## config.mk

```make
export PLATFORM = sky130hd
export DESIGN_NAME = fpga_bus
export DESIGN_NICKNAME = d
export VERILOG_FILES = /design/src/rtl/fpga_bus_pkg.sv /design/src/rtl/fpga_bus_arbiter.sv /design/src/rtl/fpga_bus.sv
export SDC_FILE = /design/constraint.sdc
export NUM_CORES = 1
export LEC_CHECK = 0
export ABC_AREA = 1
export ABC_CLOCK_PERIOD_IN_PS = 3920
export CAP_MARGIN = 20
export CORE_AREA = 2 2 451 453
export CTS_BUF_LIST = sky130_fd_sc_hd__clkbuf_2
export DETAILED_ROUTE_END_ITERATION = 8
export DIE_AREA = 0 0 453 455
export PLACE_DENSITY = 0.38
export SYNTH_ARGS = -nofsm -noshare
export SYNTH_HDL_FRONTEND = slang
export SYNTH_SLANG_ARGS = --single-unit
```

## constraint.sdc

```tcl
create_clock -name clock -period 3.92 [get_ports clock]
set_input_delay 0.784 -clock clock [delete_from_list [all_inputs] [get_ports clock]]
set_output_delay 0.784 -clock clock [all_outputs]
set_load 0.02 [all_outputs]
```

## src/rtl/fpga_bus_pkg.sv

```systemverilog
// Shared constants, FSM state type and frame builder for the fpga_bus serial bus.
package fpga_bus_pkg;

    localparam int unsigned NODE_COUNT  = 16;
    localparam int unsigned FRAME_LEN   = 80;
    localparam int unsigned DEFAULT_GAP = 4;

    // Bit positions inside the 80-bit frame, MSB is transmitted first
    localparam int unsigned SOF_POS  = 79;
    localparam int unsigned SRC_MSB  = 78;
    localparam int unsigned DST_MSB  = 74;
    localparam int unsigned DATA_MSB = 70;
    localparam int unsigned CRC_MSB  = 6;
    localparam int unsigned ACK_POS  = 2;
    localparam int unsigned EOF_MSB  = 1;

    typedef enum logic [1:0] {
        ST_IDLE,
        ST_SEND,
        ST_GAP
    } state_t;

    typedef logic [FRAME_LEN-1:0] frame_t;

    function automatic frame_t build_frame(input logic [3:0]  src,
                                           input logic [3:0]  dst,
                                           input logic [63:0] data,
                                           input logic [3:0]  crc);
        frame_t f;
        f                 = '0;
        f[SOF_POS]        = 1'b0;
        f[SRC_MSB -: 4]   = src;
        f[DST_MSB -: 4]   = dst;
        f[DATA_MSB -: 64] = data;
        f[CRC_MSB -: 4]   = crc;
        f[ACK_POS]        = (dst != src);
        f[EOF_MSB -: 2]   = 2'b11;
        return f;
    endfunction

endpackage

```

## src/rtl/fpga_bus_arbiter.sv

```systemverilog
// Fixed-priority request encoder: the lowest set request bit wins.
module fpga_bus_arbiter
    import fpga_bus_pkg::*;
#(
    parameter int unsigned NODES = NODE_COUNT
) (
    input  logic [NODES-1:0]         req,
    output logic [$clog2(NODES)-1:0] grant,
    output logic                     valid
);

    localparam int unsigned IDX_W = $clog2(NODES);

    // Scan from the top so the last hit (lowest index) wins
    always_comb begin
        grant = '0;
        valid = |req;
        for (int unsigned i = 0; i < NODES; i++) begin
            if (req[NODES-1-i]) begin
                grant = IDX_W'(NODES - 1 - i);
            end
        end
    end

endmodule

```

## src/rtl/fpga_bus.sv

```systemverilog
// Serial bus master: arbitrates 16 nodes, serialises the winner's 80-bit frame, then idles.
module fpga_bus
    import fpga_bus_pkg::*;
#(
    parameter int unsigned NODES = NODE_COUNT,
    parameter int unsigned GAP   = DEFAULT_GAP
) (
    input  logic             clock,
    input  logic             reset_n,
    input  logic [3:0]       CRC1, CRC2, CRC3, CRC4, CRC5, CRC6, CRC7, CRC8,
                             CRC9, CRC10, CRC11, CRC12, CRC13, CRC14, CRC15, CRC16,
    input  logic [63:0]      Data1, Data2, Data3, Data4, Data5, Data6, Data7, Data8,
                             Data9, Data10, Data11, Data12, Data13, Data14, Data15, Data16,
    input  logic [3:0]       receiverAddr1, receiverAddr2, receiverAddr3, receiverAddr4,
                             receiverAddr5, receiverAddr6, receiverAddr7, receiverAddr8,
                             receiverAddr9, receiverAddr10, receiverAddr11, receiverAddr12,
                             receiverAddr13, receiverAddr14, receiverAddr15, receiverAddr16,
    input  logic [NODES-1:0] mod,
    output logic             bus_show
);

    localparam logic [6:0] LAST_BIT = 7'(FRAME_LEN - 1);
    // The IDLE sample cycle is the final gap cycle, so GAP spends GAP-1 cycles here
    localparam logic [6:0] GAP_LAST = 7'(GAP - 2);

    logic [3:0]  crc_arr  [NODES];
    logic [63:0] data_arr [NODES];
    logic [3:0]  dst_arr  [NODES];

    assign crc_arr  = '{CRC1, CRC2, CRC3, CRC4, CRC5, CRC6, CRC7, CRC8,
                        CRC9, CRC10, CRC11, CRC12, CRC13, CRC14, CRC15, CRC16};
    assign data_arr = '{Data1, Data2, Data3, Data4, Data5, Data6, Data7, Data8,
                        Data9, Data10, Data11, Data12, Data13, Data14, Data15, Data16};
    assign dst_arr  = '{receiverAddr1, receiverAddr2, receiverAddr3, receiverAddr4,
                        receiverAddr5, receiverAddr6, receiverAddr7, receiverAddr8,
                        receiverAddr9, receiverAddr10, receiverAddr11, receiverAddr12,
                        receiverAddr13, receiverAddr14, receiverAddr15, receiverAddr16};

    state_t     state;
    state_t     next_state;
    logic [6:0] cnt;
    frame_t     sreg;
    frame_t     frame_sel;
    logic [3:0] grant;
    logic       valid;
    logic       bus_next;

    fpga_bus_arbiter #(.NODES(NODES)) u_arbiter (
        .req   (mod),
        .grant (grant),
        .valid (valid)
    );

    assign frame_sel = build_frame(grant, dst_arr[grant], data_arr[grant], crc_arr[grant]);

    always_ff @(posedge clock or negedge reset_n) begin
        if (!reset_n) begin
            state <= ST_IDLE;
        end else begin
            state <= next_state;
        end
    end

    always_comb begin
        next_state = state;
        case (state)
            ST_IDLE: if (valid)             next_state = ST_SEND;
            ST_SEND: if (cnt == LAST_BIT)   next_state = ST_GAP;
            ST_GAP:  if (cnt == GAP_LAST)   next_state = ST_IDLE;
            default:                        next_state = ST_IDLE;
        endcase
    end

    // SOF leaves on the grant edge itself; the shift register holds the remaining 79 bits
    always_comb begin
        bus_next = 1'b1;
        case (state)
            ST_IDLE: if (valid)           bus_next = frame_sel[FRAME_LEN-1];
            ST_SEND: if (cnt != LAST_BIT) bus_next = sreg[FRAME_LEN-1];
            default:                      bus_next = 1'b1;
        endcase
    end

    always_ff @(posedge clock or negedge reset_n) begin
        if (!reset_n) begin
            cnt      <= '0;
            sreg     <= '0;
            bus_show <= 1'b1;
        end else begin
            bus_show <= bus_next;
            case (state)
                ST_IDLE: begin
                    cnt <= '0;
                    if (valid) begin
                        sreg <= {frame_sel[FRAME_LEN-2:0], 1'b1};
                    end
                end
                ST_SEND: begin
                    if (cnt == LAST_BIT) begin
                        cnt <= '0;
                    end else begin
                        cnt  <= cnt + 7'd1;
                        sreg <= {sreg[FRAME_LEN-2:0], 1'b1};
                    end
                end
                ST_GAP:  cnt <= cnt + 7'd1;
                default: cnt <= '0;
            endcase
        end
    end

endmodule

```

==> results.toml <==
[route]
firstDrtPassIters = 5
antenna_violating_nets_remaining = 0
drt-wirelength-per-cell_um = 27.4
initialDrtViolationCount = 1967
route.final.wire_length_um = 177000
remaining_drc_errors = 0
detail_route.vias_per_cell = 3.87
vias = 24900

[clock_network]
cts_root_cell = "sky130_fd_sc_hd__clkbuf_2"
postCtsSetupBuffers = 0
clkLatencyLatePin_ns = 0.99
cts_num_sinks = 90
cts_inserted_buffers = 9
cts.reportedPaths.clkPinSlew_ns = 0.40
tritoncts_clock_tree = "built"
h_tree_depth_reported_by_cts = 3
clock_path_buffers = 2

[setup_path]
worst_path_dominant_cell_family = "simple AND/OR/NAND/NOR gates"
cp_num_buf_inv = 4
cell_with_the_largest_stage_delay_on_the_worst_path = "sky130_fd_sc_hd__o21ai_0"
critical-path-top-cell-by-count = "sky130_fd_sc_hd__nand2_1"
worst_ep_required_time_ns = 4.87
cp.arrival_ns = 4.05
crit_path_max_fanout = 43
cp_slowest_stage_delay_ns = 0.68
cp-start-kind = "input port"
crit_path_end_kind = "flop"
critical_path_class = "input port to flop"

[logic_synthesis]
synth-warning-count = 0
syn_area_per_cell_um2 = 6.00
syn-instance-count = 2568
mappedNetlistNets = 3743
post_synth_instance_area_mm2 = 0.0154
synth-seq-area-share_pct = 14.6
flops_latches_synth = 90
synth_cell_types = 31

[placement]
place_area_mm2 = 0.0319
dp_hpwl_um = 151000
gp_congestion = 0.918
place.detailed.instances = 6397
port_buf_inserts = 1170

[sta]
timing_max_transition_violations_final = 0
tightest_slew_ns = 0.855
maxSlewHeadroom_pct = 43.0
report.final.hold_viol_count = 0
clock-skew-final_ns = 0.0927
finalCritPeriodShare_pct = 79.1
period_needed_ns = 3.10
final-setup-viol-count = 0
setup_repair_after_global_routing_missed_its_margin = "no"
fmaxAchievable_mhz = 323

[global_routing]
antenna_found_initial = 127
grt_pass1_wl_um = 227000
via_count_of_the_first_global_routing_pass = 24500
gr-usage-all-layers_pct = 16.3
grt.overflow.total = 0
grt_start_max_net_pins = 81

[floorplan]
initial_core_util_pct = 7.65
die_width_um = 453
top_level_ports = 1171
design.core.area_mm2 = 0.201
die_height_um = 455
die_area_mm2 = 0.206
rows = 165

[finish]
fin_area_mm2 = 0.0321
area_delta_synth_final_pct = 108
utilization_pct = 15.9
instances_no_fill = 6437
finish.net_count = 4912
layout-drive-gt1-share_pct = 10.9

[power_and_ir_drop]
power-per-cell-area_mw_per_mm2 = 243
ir_drop_mv = 0.529
cellLeakagePower_nw = 12.1
post-layout-total-power_mw = 7.78

[job]
cap_viol_max_count = 0

[worst_hold_path]
worst_hold_path_type = "input port to asynchronous set/reset pin"

[status]
outcome = "completed"
cells in the final DEF, fill, tap and decap left out, drive strengths merged:
cell type | Yosys | final
xor2 | 2 | 2
diode | 0 | 23
o22ai | 1 | 1
clkbuf | 158 | 10
clkinv | 1 | 2
clkinvlp | 0 | 1
a21oi | 10 | 10
o21ai | 387 | 387
nor2 | 136 | 136
xnor2 | 1 | 1
ha | 5 | 5
inv | 187 | 190
o21bai | 54 | 54
a31oi | 1 | 1
or2 | 220 | 220
nor4 | 2 | 2
nor3 | 2 | 2
o211ai | 460 | 460
nor3b | 1 | 1
dfrtp | 89 | 89
dlygate4sd3 | 0 | 1
nand2 | 274 | 274
bufinv | 0 | 1
nand4 | 2 | 2
dfstp | 1 | 1
buf | 114 | 260
nand3 | 460 | 460
clkdlybuf4s50 | 0 | 1169
power breakdown:
group	internal, mW	total (mW)	switching, mW	leakage [nW]
registers	1.39	1.73	0.337	1.09
clock network	0.153	0.668	0.514	0.0697
logic	2.42	5.38	2.96	10.9
Yosys cell counts:
library cell,count,area (um2)
sky130_fd_sc_hd__o21ai_1,129,646
sky130_fd_sc_hd__o21bai_1,54,405
sky130_fd_sc_hd__buf_4,7,52.6
sky130_fd_sc_hd__xor2_1,2,17.5
sky130_fd_sc_hd__nand3_1,460,2300
sky130_fd_sc_hd__clkbuf_1,158,593
sky130_fd_sc_hd__nor3_1,2,10.0
sky130_fd_sc_hd__o22ai_1,1,6.26
sky130_fd_sc_hd__ha_1,5,62.6
sky130_fd_sc_hd__o21ai_0,258,1290
sky130_fd_sc_hd__or2_2,120,751
sky130_fd_sc_hd__inv_1,182,683
sky130_fd_sc_hd__xnor2_1,1,8.76
sky130_fd_sc_hd__a21oi_1,10,50.1
sky130_fd_sc_hd__nand2_2,2,12.5
sky130_fd_sc_hd__clkinv_1,1,3.75
sky130_fd_sc_hd__or2_0,18,113
sky130_fd_sc_hd__or2_1,82,513
sky130_fd_sc_hd__nor2_1,136,510
sky130_fd_sc_hd__nor4_1,2,12.5
sky130_fd_sc_hd__buf_6,14,158
sky130_fd_sc_hd__dfstp_2,1,26.3
sky130_fd_sc_hd__a31oi_1,1,6.26
sky130_fd_sc_hd__nand2_1,272,1020
sky130_fd_sc_hd__o211ai_1,460,3450
sky130_fd_sc_hd__nor3b_1,1,7.51
sky130_fd_sc_hd__buf_2,67,335
sky130_fd_sc_hd__nand4_1,2,12.5
sky130_fd_sc_hd__inv_2,5,18.8
sky130_fd_sc_hd__dfrtp_1,89,2230
sky130_fd_sc_hd__buf_1,26,97.6
worst paths after layout:
path,startpoint,endpoint,slack [ns],cells past startpoint
max,mod[14],sreg[19],0.82,25
min,reset_n,sreg[63],0.29,2
max reg2reg,state[1],sreg[53],1.15,9
min reg2reg,sreg[62],sreg[63],0.44,2
max in group asynchronous,reset_n,sreg[49],2.73,3
min in group clock,sreg[62],sreg[63],0.44,2
through the flow:
stage / hold WS (ns) / TNS (ns) / setup slack (ns)
2_1_floorplan: 0.423 / 0 / 1.24
3_3_place_gp: 0.435 / -14.94 / -0.591
3_5_place_dp: 0.444 / -3.29 / -0.411
4_1_cts: 0.157 / 0 / 0.701
5_1_grt: 0.186 / 0 / 0.729
6_report: 0.287 / 0 / 0.820
final cells by class:
type	instances	area, um2
fill	23200	169000
timing repair buffer	1430	14300
multi-input combinational	2018	11300
tap	2672	3340
sequential	90	2250
inverter	188	738
clock inverter	6	65.1
antenna	23	57.6
clock buffer	10	50.0
registers in the layout, summed over array words and instances, names as in the netlist:
signal,count
sreg,80
bus_show,1
state,2
cnt,7
logic make-up after synthesis:
group                    Yosys count  synth area share [%]
AND/OR/NAND/NOR                 1097                  34.2
buffers and inverters            460                  12.6
XOR/XNOR                           3                 0.171
adder cells (fa/ha/maj)            5                 0.406
flip-flops                        90                  14.6
AO/OA/AOI/OAI                    913                  38.0
metal layers:
layer	vias to the layer above	track usage, %	routed length, um
met2	1159	29.9	92300
met1	12000	19.7	70700
met4	18	2.72	2490
li1	11500	-	-
met3	210	2.95	11000
met5	-	0	110
timing repair:
| item | CTS | global route |
|---|---|---|
| hold buffers | 1 | 0 |
| endpoints found under the hold margin | 48 | 0 |
| gates resized for setup | 0 | 0 |
Power figures use the tool's default switching activity.
==> variant 1 (same settings) <==
Encoding of `state_t`: now one-hot (3 bits for 3 states).
--- a/src/rtl/fpga_bus_pkg.sv
+++ b/src/rtl/fpga_bus_pkg.sv
@@ -16,6 +16,6 @@
 
-    typedef enum logic [1:0] {
-        ST_IDLE,
-        ST_SEND,
-        ST_GAP
+    typedef enum logic [2:0] {
+        ST_IDLE = 3'b001,
+        ST_SEND = 3'b010,
+        ST_GAP  = 3'b100
     } state_t;
Formal check against the unedited RTL: same outputs for any inputs over 10 cycles, from zero or initial values and one cycle with reset_n low; not proved beyond that.
==> variant 1 against the original RTL <==
  * Area after synthesis grew 0.59%
  * Worst setup slack lost 62 ps
  * Clock power shrank 9.1%
  * Hold slack gained 180 ps
  * Combinational power shrank 2%
  * Routed wire length shrank 3.8%
  * Critical path depth shrank 5
  * Power shrank 2.2%
  * Design area shrank 0.18%
  * Via count shrank 1.7%
  * Sequential cell count grew 1
==> variant 1: results (changes against the original RTL) <==
* Multi-input logic cell count at 2016 (-0.099%)
* Inverters at 189 (+0.53%)
* Met2 Use GR at 0.2827 (-0.01629)
* Iteration count of the initial detailed-routing pass at 6 (+1)
* Fill cells at 23220 (-0.099%)
* Number of vias per cell at 3.818 (-1.4%)
* Hpwl dp at 145.6 mm (-3.8%)
* GRT Resource Usage Total at 0.1557 (-0.006896)
* Top Registers: sreg (80), cnt (7), state (3)
* Clk sinks at 91 (+1.1%)
* Least-Margin Pin Slew at 1030 ps (+174.7 ps)
* First-pass GRT wire length at 219.0 mm (-3.6%)
* Post-synthesis sequential area ratio at 0.1471 (+0.0008334)
* Static Leak at 12.05 nW (-0.25%)
* Seq. cell area at 2280 um2 (+1.2%)
* Fraction of area in multi-input gates at 0.3516 (about the same)
* Crit Path Max Fanout at 40 (-7.0%)
* Clock buf/inv share at 0.002933 (-0.0006585)
* Number of global-route vias before repair at 24380 (-0.36%)
* Post-Synthesis Net Count at 3742 (-0.027%)
* Worst-path clk slew at 360 ps (-40 ps)
* Met3 WL post-DR at 10.22 mm (-7.0%)
* CP top delay family: buffers and inverters
* Outcome: finished clean
* DRT iter0 DRCs at 1734 (-12%)
* Ranking of synthesized cells by area: o211ai_1 22%, nand3_1 15%, dfrtp_1 14%, o21ai_0 8.0%, nand2_1 6.5%
-- variant 1: changes by cell type after synthesis, moves of 4 or more --
| cell | before | now |
|---|---|---|
| a21oi_1 | 10 | 16 |
| buf_2 | 67 | 82 |
| buf_4 | 7 | 18 |
| clkbuf_1 | 158 | 134 |
| nand2_1 | 272 | 268 |
| nor2_1 | 136 | 142 |
| o21ai_0 | 258 | 247 |
| o21ai_1 | 129 | 133 |
| or2_0 | 18 | 31 |
| or2_1 | 82 | 69 |
-- variant 1: per-stage QoR --
step	power [mW]	setup slack [ps]	TNS [ps]	cells	hold WS, ps
3_3_place_gp	7.075	-300.0	-3864	6379	440.4
5_1_grt	8.267	690.6	0	6409	303.0
3_5_place_dp	7.073	-232.2	-1408	6379	444.5
4_1_cts	7.788	723.9	0	6395	225.2
6_report	7.603	758.2	0	6417	463.6
2_1_floorplan	4.049	1230	0	2570	422.7
-- variant 1: cell families (layout without fill, tap and decap cells) --
logic type | Yosys count | in the layout | synth area share
buffers and inverters | 463 | 1616 | 0.1304
adders and majority gates | 2 | 2 | 0.001614
and+or+nand+nor | 1093 | 1093 | 0.3389
AOI/OAI and AO/OA | 920 | 920 | 0.3814
DFF | 91 | 91 | 0.1471
xor gates and xnor gates | 1 | 1 | 0.0005652
other | 0 | 22 | 0
-- variant 1: worst max path at each step --
stage                                       to  slack [ps]               start
after detailed placement  sreg[53]$_DFFE_PN0P_        -230             mod[13]
after CTS                             bus_show         720  bus_show$_DFF_PN1_
final                     sreg[53]$_DFFE_PN0P_         760             mod[14]
after global routing      sreg[53]$_DFFE_PN0P_         690             mod[13]
after floorplan           sreg[14]$_DFFE_PN0P_        1230             mod[14]
after global placement    sreg[53]$_DFFE_PN0P_        -300             mod[13]
==> variant 2 (config.mk and constraints unchanged) <==
Made on the original files. Change the package constant `CRC_MSB` from 6 to 3.
--- a/src/rtl/fpga_bus_pkg.sv
+++ b/src/rtl/fpga_bus_pkg.sv
@@ -12,3 +12,3 @@
     localparam int unsigned DATA_MSB = 70;
-    localparam int unsigned CRC_MSB  = 6;
+    localparam int unsigned CRC_MSB  = 3;
     localparam int unsigned ACK_POS  = 2;
Formal check against the unedited RTL: same outputs for any inputs over 10 cycles, from zero or initial values and one cycle with reset_n low; that may be too few to reach the edited logic, so the function may still have changed.
==> variant 2 against the original RTL <==
  * Routed wire length down 11%
  * Worst setup slack better by 5.2 ps
  * Sequential cell count unchanged
  * Power down 3.0%
  * Area after synthesis down 2.9%
  * Hold slack better by 210 ps
  * Largest power group unchanged
  * Register-to-register slack better by 200 ps
  * Design area down 2.0%
  * Highest routed layer unchanged
  * Maximum frequency up 0.17%
  * Critical path depth down 24
  * Critical endpoint is now bus_show
==> variant 2: results (changes against the original RTL) <==
* Dpl cell area at 31200 um2 (-2.1%)
* Setup WS pre-CTS at -204.9 ps (+205.9 ps)
* Hold Crit Class: reg2reg
* GRT Resource Usage Total at 0.1444 (-0.01814)
* Share of cells above drive strength 1 at 0.1158 (+0.007065)
* Mapped Avg Cell Area at 6.036 um2 (+0.60%)
* Met2 Wirelength at 78.24 mm (-15%)
* Fill cells at 23220 (-0.10%)
* WHS at 501.5 ps (+214.9 ps)
* CP endpoint: bus_show
* Post-synth top cells: 444 x nand3_1, 439 x o211ai_1, 267 x nand2_1
* Post-synthesis cell type count at 33 (+6.5%)
* Layout Skew at 56.07 ps (-36.60 ps)
* Met3 WL post-DR at 11.19 mm (+1.8%)
* Post-Synthesis Net Count at 3654 (-2.4%)
* Met2 Use GR at 0.2531 (-0.04590)
* # nets final at 4796 (-2.4%)
* Cells on worst reg2reg path at 10 (+1)
* Fmax at 0.3231 GHz (+0.17%)
* M3 GR Usage at 0.03709 (+0.007625)
* Worst skew pair latency at 1020 ps (+30 ps)
* Routed WL at 156.3 mm (-11%)
* CP max stage cell: clkdlybuf4s50_1
* Reg-to-reg slack, setup at 1350 ps (+200 ps)
* Initial antenna violation count at 102 (-20%)
* Number of vias per cell at 3.685 (-4.8%)
* Static Leak at 11.81 nW (-2.2%)
* CP top delay family: buffers and inverters
* Largest net degree at the start of global routing at 63 (-22%)
* Port bufs at 1122 (-4.1%)
* Placer Congestion at 0.8976 (-2.2%)
* Post-synthesis sequential area ratio at 0.1506 (+0.004342)
* CP max stage delay at 720 ps (+40 ps)
* GR Util met1 at 0.1690 (-0.02830)
* Worst vdd ir at 268.1 uV (-49%)
* Iteration count of the initial detailed-routing pass at 7 (+2)
* Hpwl dp at 132.8 mm (-12%)
* Crit Path Max Fanout at 1 (-98%)
* Worst-path clk slew at 350 ps (-50 ps)
* P_seq at 1.66 mW (-4%)
* Worst setup path startpoint: bus_show$_DFF_PN1_
* Internal at 3.936 mW (-0.83%)
* Placed cell count at 6279 (-1.8%)
* Switching portion of total power at 0.4784 (-0.01127)
* DRT iter0 DRCs at 1739 (-12%)
* Outcome: finished clean
==> variant 2: changes by cell type in the layout (fill, tap and decap cells not counted), sizes merged, moves of 5 or more <==
cell / change
clkdlybuf4s50: -48
buf: +11
or2: -10
nand2: -5
nor2: -5
o21ai: -17
o211ai: -21
inv: -9
nand3: -15
==> variant 2: what timing repair did <==
item	4_1_cts	5_1_grt
endpoints found under the hold margin	89	0
hold buffers	3	0
gates resized for setup	0	0
==> variant 2: cells by family after synthesis <==
family | share of synthesized area
xor gates and xnor gates | 0.001756
AOI/OAI and AO/OA | 0.3763
DFF | 0.1506
and+or+nand+nor | 0.3405
adders and majority gates | 0.004181
buffers and inverters | 0.1267
==> variant 2: layout make-up <==
type	instances	area [um2]	area share
Clock buffer	9	45.04	0.001434
Timing Repair Buffer	1394	14080	0.4482
Sequential cell	90	2253	0.07173
Multi-Input combinational cell	1947	10860	0.3458
Inverter	179	701.9	0.02234
Clock inverter	7	76.32	0.002430
Antenna cell	21	52.55	0.001673
Tap cell	2672	3343	0.1064
